$ cat src/rtl/m_lsu.sv
// m_lsu: memory-stage load/store unit driving a word-wide data memory; SB/SH use read-modify-write.
// Optional macro LSU_ALIGN_EXC_EN enables alignment/range error responses.
module m_lsu #(
  parameter int unsigned OP_W     = 3,
  parameter logic [31:0] ADDR_LIM = 32'h0000_3FFF
) (
  input  logic            clk,
  input  logic            reset,
  input  logic            req_valid,
  output logic            req_ready,
  input  logic [OP_W-1:0] req_op,
  input  logic [31:0]     req_addr,
  input  logic [31:0]     req_wdata,
  input  logic [31:0]     req_pc,
  output logic            busy,
  output logic            resp_valid,
  output logic [31:0]     resp_data,
  output logic            resp_err,
  output logic [31:0]     dm_addr,
  output logic            dm_we,
  output logic [31:0]     dm_wdata,
  output logic [31:0]     dm_pc,
  input  logic [31:0]     dm_rdata
);

  localparam logic [OP_W-1:0] OpLw  = OP_W'(0);
  localparam logic [OP_W-1:0] OpLh  = OP_W'(1);
  localparam logic [OP_W-1:0] OpLhu = OP_W'(2);
  localparam logic [OP_W-1:0] OpLb  = OP_W'(3);
  localparam logic [OP_W-1:0] OpLbu = OP_W'(4);
  localparam logic [OP_W-1:0] OpSw  = OP_W'(5);
  localparam logic [OP_W-1:0] OpSh  = OP_W'(6);

  typedef enum logic [1:0] {StIdle, StAccess, StWrite, StDone} state_e;

  state_e          state_q, state_d;
  logic [OP_W-1:0] op_q;
  logic [31:0]     addr_q, wdata_q, pc_q, wbuf_q;
  logic [31:0]     resp_data_q, resp_data_d;
  logic            resp_err_q, resp_err_d;
  logic            accept, resp_upd, wbuf_upd, req_err, is_load;
  logic [7:0]      lane_b;
  logic [15:0]     lane_h;
  logic [31:0]     load_val, merged;

`ifdef LSU_ALIGN_EXC_EN
  logic word_op, half_op;
  always_comb begin
    word_op = (req_op == OpLw) || (req_op == OpSw);
    half_op = (req_op == OpLh) || (req_op == OpLhu) || (req_op == OpSh);
    req_err = (req_addr > ADDR_LIM) || (word_op && (req_addr[1:0] != 2'b00)) ||
              (half_op && req_addr[0]);
  end
`else
  logic unused_addr_lim;
  assign unused_addr_lim = ^ADDR_LIM;
  assign req_err = 1'b0;
`endif

  // Lane extraction for loads and lane replacement for sub-word stores
  always_comb begin
    is_load = (op_q < OpSw);
    lane_b  = dm_rdata[{addr_q[1:0], 3'b000} +: 8];
    lane_h  = addr_q[1] ? dm_rdata[31:16] : dm_rdata[15:0];
    case (op_q)
      OpLw:    load_val = dm_rdata;
      OpLh:    load_val = {{16{lane_h[15]}}, lane_h};
      OpLhu:   load_val = {16'h0000, lane_h};
      OpLb:    load_val = {{24{lane_b[7]}}, lane_b};
      OpLbu:   load_val = {24'h000000, lane_b};
      default: load_val = 32'h0;
    endcase
    merged = dm_rdata;
    if (op_q == OpSh) merged[{addr_q[1], 4'b0000} +: 16] = wdata_q[15:0];
    else              merged[{addr_q[1:0], 3'b000} +: 8] = wdata_q[7:0];
  end

  always_comb begin
    state_d     = state_q;
    accept      = 1'b0;
    resp_upd    = 1'b0;
    resp_data_d = resp_data_q;
    resp_err_d  = 1'b0;
    wbuf_upd    = 1'b0;
    req_ready   = 1'b0;
    dm_addr     = 32'h0;
    dm_we       = 1'b0;
    dm_wdata    = 32'h0;
    dm_pc       = 32'h0;
    unique case (state_q)
      StIdle: begin
        req_ready = 1'b1;
        if (req_valid) begin
          accept = 1'b1;
          if (req_err) begin
            state_d     = StDone;
            resp_upd    = 1'b1;
            resp_data_d = 32'h0;
            resp_err_d  = 1'b1;
          end else begin
            state_d = StAccess;
          end
        end
      end
      StAccess: begin
        dm_addr = {addr_q[31:2], 2'b00};
        dm_pc   = pc_q;
        if (is_load) begin
          resp_upd    = 1'b1;
          resp_data_d = load_val;
          state_d     = StDone;
        end else if (op_q == OpSw) begin
          dm_we       = 1'b1;
          dm_wdata    = wdata_q;
          resp_upd    = 1'b1;
          resp_data_d = 32'h0;
          state_d     = StDone;
        end else begin
          wbuf_upd = 1'b1;
          state_d  = StWrite;
        end
      end
      StWrite: begin
        dm_addr     = {addr_q[31:2], 2'b00};
        dm_pc       = pc_q;
        dm_we       = 1'b1;
        dm_wdata    = wbuf_q;
        resp_upd    = 1'b1;
        resp_data_d = 32'h0;
        state_d     = StDone;
      end
      StDone: begin
        dm_pc   = pc_q;
        state_d = StIdle;
      end
      default: state_d = StIdle;
    endcase
  end

  always_ff @(posedge clk or posedge reset) begin
    if (reset) begin
      state_q     <= StIdle;
      op_q        <= '0;
      addr_q      <= 32'h0;
      wdata_q     <= 32'h0;
      pc_q        <= 32'h0;
      wbuf_q      <= 32'h0;
      resp_data_q <= 32'h0;
      resp_err_q  <= 1'b0;
    end else begin
      state_q <= state_d;
      if (accept) begin
        op_q    <= req_op;
        addr_q  <= req_addr;
        wdata_q <= req_wdata;
        pc_q    <= req_pc;
      end
      if (wbuf_upd) wbuf_q <= merged;
      if (resp_upd) begin
        resp_data_q <= resp_data_d;
        resp_err_q  <= resp_err_d;
      end
    end
  end

  assign busy       = (state_q != StIdle);
  assign resp_valid = (state_q == StDone);
  assign resp_data  = resp_data_q;
  assign resp_err   = resp_err_q;

endmodule

$ cat config.mk
export PLATFORM = sky130hd
export DESIGN_NAME = m_lsu
export DESIGN_NICKNAME = d
export VERILOG_FILES = /design/src/rtl/m_lsu.sv
export SDC_FILE = /design/constraint.sdc
export NUM_CORES = 1
export LEC_CHECK = 0
export ABC_CLOCK_PERIOD_IN_PS = 7600
export CORE_AREA = 5 5 176 136
export CTS_CLUSTER_SIZE = 8
export DETAILED_ROUTE_END_ITERATION = 10
export DIE_AREA = 0 0 181 141
export GPL_TIMING_DRIVEN = 0
export PLACE_DENSITY = 0.68
export SLEW_MARGIN = 20
export SYNTH_ARGS = -nofsm -noshare
export SYNTH_HDL_FRONTEND = slang
export SYNTH_SLANG_ARGS = --single-unit
$ cat constraint.sdc
create_clock -name clk -period 7.6 [get_ports clk]
set_clock_uncertainty 0.05 [all_clocks]
set_input_delay 1.52 -clock clk [delete_from_list [all_inputs] [get_ports clk]]
set_output_delay 1.52 -clock clk [all_outputs]
set_load 0.01 [all_outputs]
==> results.md <==
* Status: completed
* TritonCTS clock tree: built
* CTS Buffer Depth at 2
* Final Critical Period at 4.733 ns
* Predominant post-synthesis flop cell: dfrtp_1
* Top-level port count at 267
* PwrDens at 438.1 mW/mm²
* Tot Pwr at 5290 µW
* Hold crit path type: reg -> reg
* Filler Cell Count at 1,976
* DR vias at 7,326
* Synth warn at 0
* Buffers plus inverters on the worst setup path at 3
* Worst Setup Path Type: reg -> out
* Syn Inst Count at 749
* Max Cap Viol at 0
* Syn avg cell area at 11.23 µm²
* Drt pass-1 iters at 5
* WL met1 at 12.62 mm
* Die Height at 141 µm
* Final wirelength at 28.99 mm
* Syn-to-layout area delta at 43.60%
* Period Utilization, post-route at 0.6228
* Initial Util at 0.3774
* I/O Buffers at 263
* Fin. max-slew vios at 0
* Static Leak at 0.004850 µW
* Detail Placement HPWL at 21.48 mm
* Ant diodes at 0
* Final ANT Viol Nets at 0
* Slowest stage cell, crit path: clkdlybuf4s50_1
* Clock-pin slew on the worst setup and hold paths at 0.07 ns
* Final hold vios at 0
* Worst Setup Start Kind: register
* GPL Wtd Cong at 0.9406
* CP cell instances: inv_1 > ha_1 > nand2_1 > nor2_1 > clkbuf_1 > a22oi_1 > nor2b_1 > clkdlybuf4s50_1
* Max layer used: met5
* Hold slack at 0.4300 ns
* Largest net degree at the start of global routing at 95
* Mapped cell area at 0.008408 mm²
* Placement Rows at 48
* Clock insertion delay at the later pin of the skew report at 0.42 ns
* Vias in the first global route at 7,620
* FF+latch count, synth at 165
* CTS root buf: clkbuf_16
* Setup total negative slack at 0 ns
* Least-Margin Pin Slew at 0.8136 ns
* 1st-iter DRT viols at 826
* RSZ-0062 raised after global routing: false
* CP Capture Type: output port
* Postcts setup bufs at 0
* Clock sinks at 165
* H-Tree Depth at 4
* Global-route usage over all layers at 0.2268
* TritonCTS buffer count at 17
* Post-layout nets at 1,178
* DRC viols at 0
* CP delay by family, top: buffers and inverters
* Length of routed met2 wiring at 12.51 mm
* Resize count post-CTS at 0
* Die width at 181 µm
* Post-synthesis sequential area ratio at 0.4911
* Required @ worst endpoint at 6.03 ns
* First-pass GRT wire length at 45.35 mm
* FFs w/ async S/R, synth at 1.000
* Slew headroom at 0.4534
* Hold buffers post-CTS at 0
* DR WL/cell at 21.54 µm
* Post-synth EDFFs at 0
* Core area at 0.02228 mm²
* Fraction of layout cells with a size suffix above 1 at 0.1511
* Initial antenna violation count at 1
* Yosys cell types at 51
* Via-per-instance ratio at 5.443
* Arrival time at the worst endpoint at 3.16 ns
* WL met3 at 3.423 mm
* Crit Path Max Fanout at 10
* Worst vdd ir at 239.9 µV
* GRT overflow at 0
* Slowest stage delay, CP at 0.58 ns
* Setup Viol. Count Final at 0
* Maximum clock frequency at 0.2113 GHz
* DIE AREA at 0.02552 mm²
[placed cells by master, fill, tap and decap left out, drive strengths merged, types with 5 or more instances in the layout]
| master | synthesis | layout |
|---|---|---|
| a21oi | 14 | 14 |
| mux2 | 101 | 101 |
| inv | 7 | 9 |
| a221o | 16 | 16 |
| ha | 10 | 10 |
| nand2 | 50 | 50 |
| dfrtp | 165 | 165 |
| nor2 | 7 | 7 |
| o221a | 7 | 7 |
| clkbuf | 48 | 68 |
| buf | 12 | 13 |
| clkinv | 2 | 5 |
| clkdlybuf4s50 | 0 | 263 |
| nor2b | 82 | 82 |
| o221ai | 7 | 7 |
| and2 | 38 | 38 |
| a221oi | 16 | 16 |
| a22oi | 55 | 55 |
| o21ai | 32 | 32 |
| a211oi | 17 | 17 |
| mux2i | 16 | 16 |
| o31ai | 16 | 16 |
[state kept, by name, summed over array words and instances (netlist names)]
register and count:
addr_q 32, pc_q 32, resp_data 32, wbuf_q 32
wdata_q 32, op_q 3, state_q 2
[path summary, 6_finish.rpt]
path                                              from  cells past startpoint                  endpoint  slack (ns)
worst max-delay path            state_q[1]$_DFFE_PP0P_                      8              dm_wdata[31]        2.87
worst min-delay path            wbuf_q[12]$_DFFE_PP0P_                      2    wbuf_q[12]$_DFFE_PP0P_        0.43
worst max register to register   addr_q[1]$_DFFE_PP0P_                      7    wbuf_q[30]$_DFFE_PP0P_        4.05
worst min register to register  wbuf_q[12]$_DFFE_PP0P_                      2    wbuf_q[12]$_DFFE_PP0P_        0.43
max in group asynchronous                        reset                      3  resp_data[2]$_DFFE_PP0P_        5.17
min in group asynchronous                        reset                      2    addr_q[12]$_DFFE_PP0P_        1.49
[cell usage after synthesis (all sizes together), types with 2 or more instances]
library cell | number | share of area
and2 | 38 | 0.028
a21oi | 14 | 0.0083
dfrtp | 165 | 0.49
inv | 7 | 0.0031
o221ai | 7 | 0.0073
o21ai | 32 | 0.019
ha | 10 | 0.015
nor3b | 3 | 0.0027
o31ai | 16 | 0.014
mux2i | 16 | 0.019
nand2 | 50 | 0.022
nor2 | 7 | 0.0031
a22oi | 55 | 0.049
a221oi | 16 | 0.017
o221a | 7 | 0.0094
a211oi | 17 | 0.015
o21a | 2 | 0.0018
nor2b | 82 | 0.061
a31o | 2 | 0.0021
a221o | 16 | 0.019
buf | 12 | 0.0089
clkinv | 2 | 0.00089
o311ai | 2 | 0.0021
nand3b | 3 | 0.0027
clkbuf | 48 | 0.021
mux2 | 101 | 0.14
[worst reg2reg max path: stages, from the launching register on]
cell,delay (ns)
dfrtp_1,0.48
clkbuf_1,0.35
clkbuf_1,0.45
clkinv_1,0.43
ha_1,0.45
nor4_2,0.70
a221oi_1,0.21
o31ai_1,0.33
[power by group]
part	switching, µW	internal [µW]
combinational	1360	1430
sequential	294	1300
clock	369	543
[layout make-up]
class | instances | area, µm² | share of cell area
buffer | 60 | 255.2 | 0.02114
clock buffer | 20 | 466.7 | 0.03865
clock inverter | 11 | 148.9 | 0.01233
inverter | 9 | 41.29 | 0.003420
multi-input combinational | 517 | 3998 | 0.3311
sequential | 165 | 4129 | 0.3420
tap | 300 | 375.4 | 0.03109
timing repair buffer | 264 | 2660 | 0.2203
[layer usage]
layer	track usage	vias up
li1	-	3316
met4	0.05290	2
met1	0.3075	3584
met3	0.1001	34
met5	0	-
met2	0.3369	390
[metrics by stage]
| step | util | cells | worst slack (ns) | instance area, µm² |
|---|---|---|---|---|
| 5_1_grt | 0.5419 | 1346 | 2.683 | 12070 |
| 2_1_floorplan | - | 751 | 1.568 | 8416 |
| 6_report | 0.5419 | 1346 | 2.867 | 12070 |
| 4_1_cts | 0.5419 | 1346 | 2.841 | 12070 |
| 3_5_place_dp | 0.5143 | 1315 | 3.328 | 11460 |
| 3_3_place_gp | 0.5127 | 1314 | -0.8375 | 11420 |
[cells by family after synthesis]
logic type,after synthesis,share of synthesized area
AOI/OAI and AO/OA,193,0.1716
adders and majority gates,11,0.01607
buffers and inverters,69,0.03437
DFF,165,0.4911
muxes,118,0.1570
other,1,0.0004460
and+or+nand+nor,192,0.1295
Power figures use the tool's default switching activity.
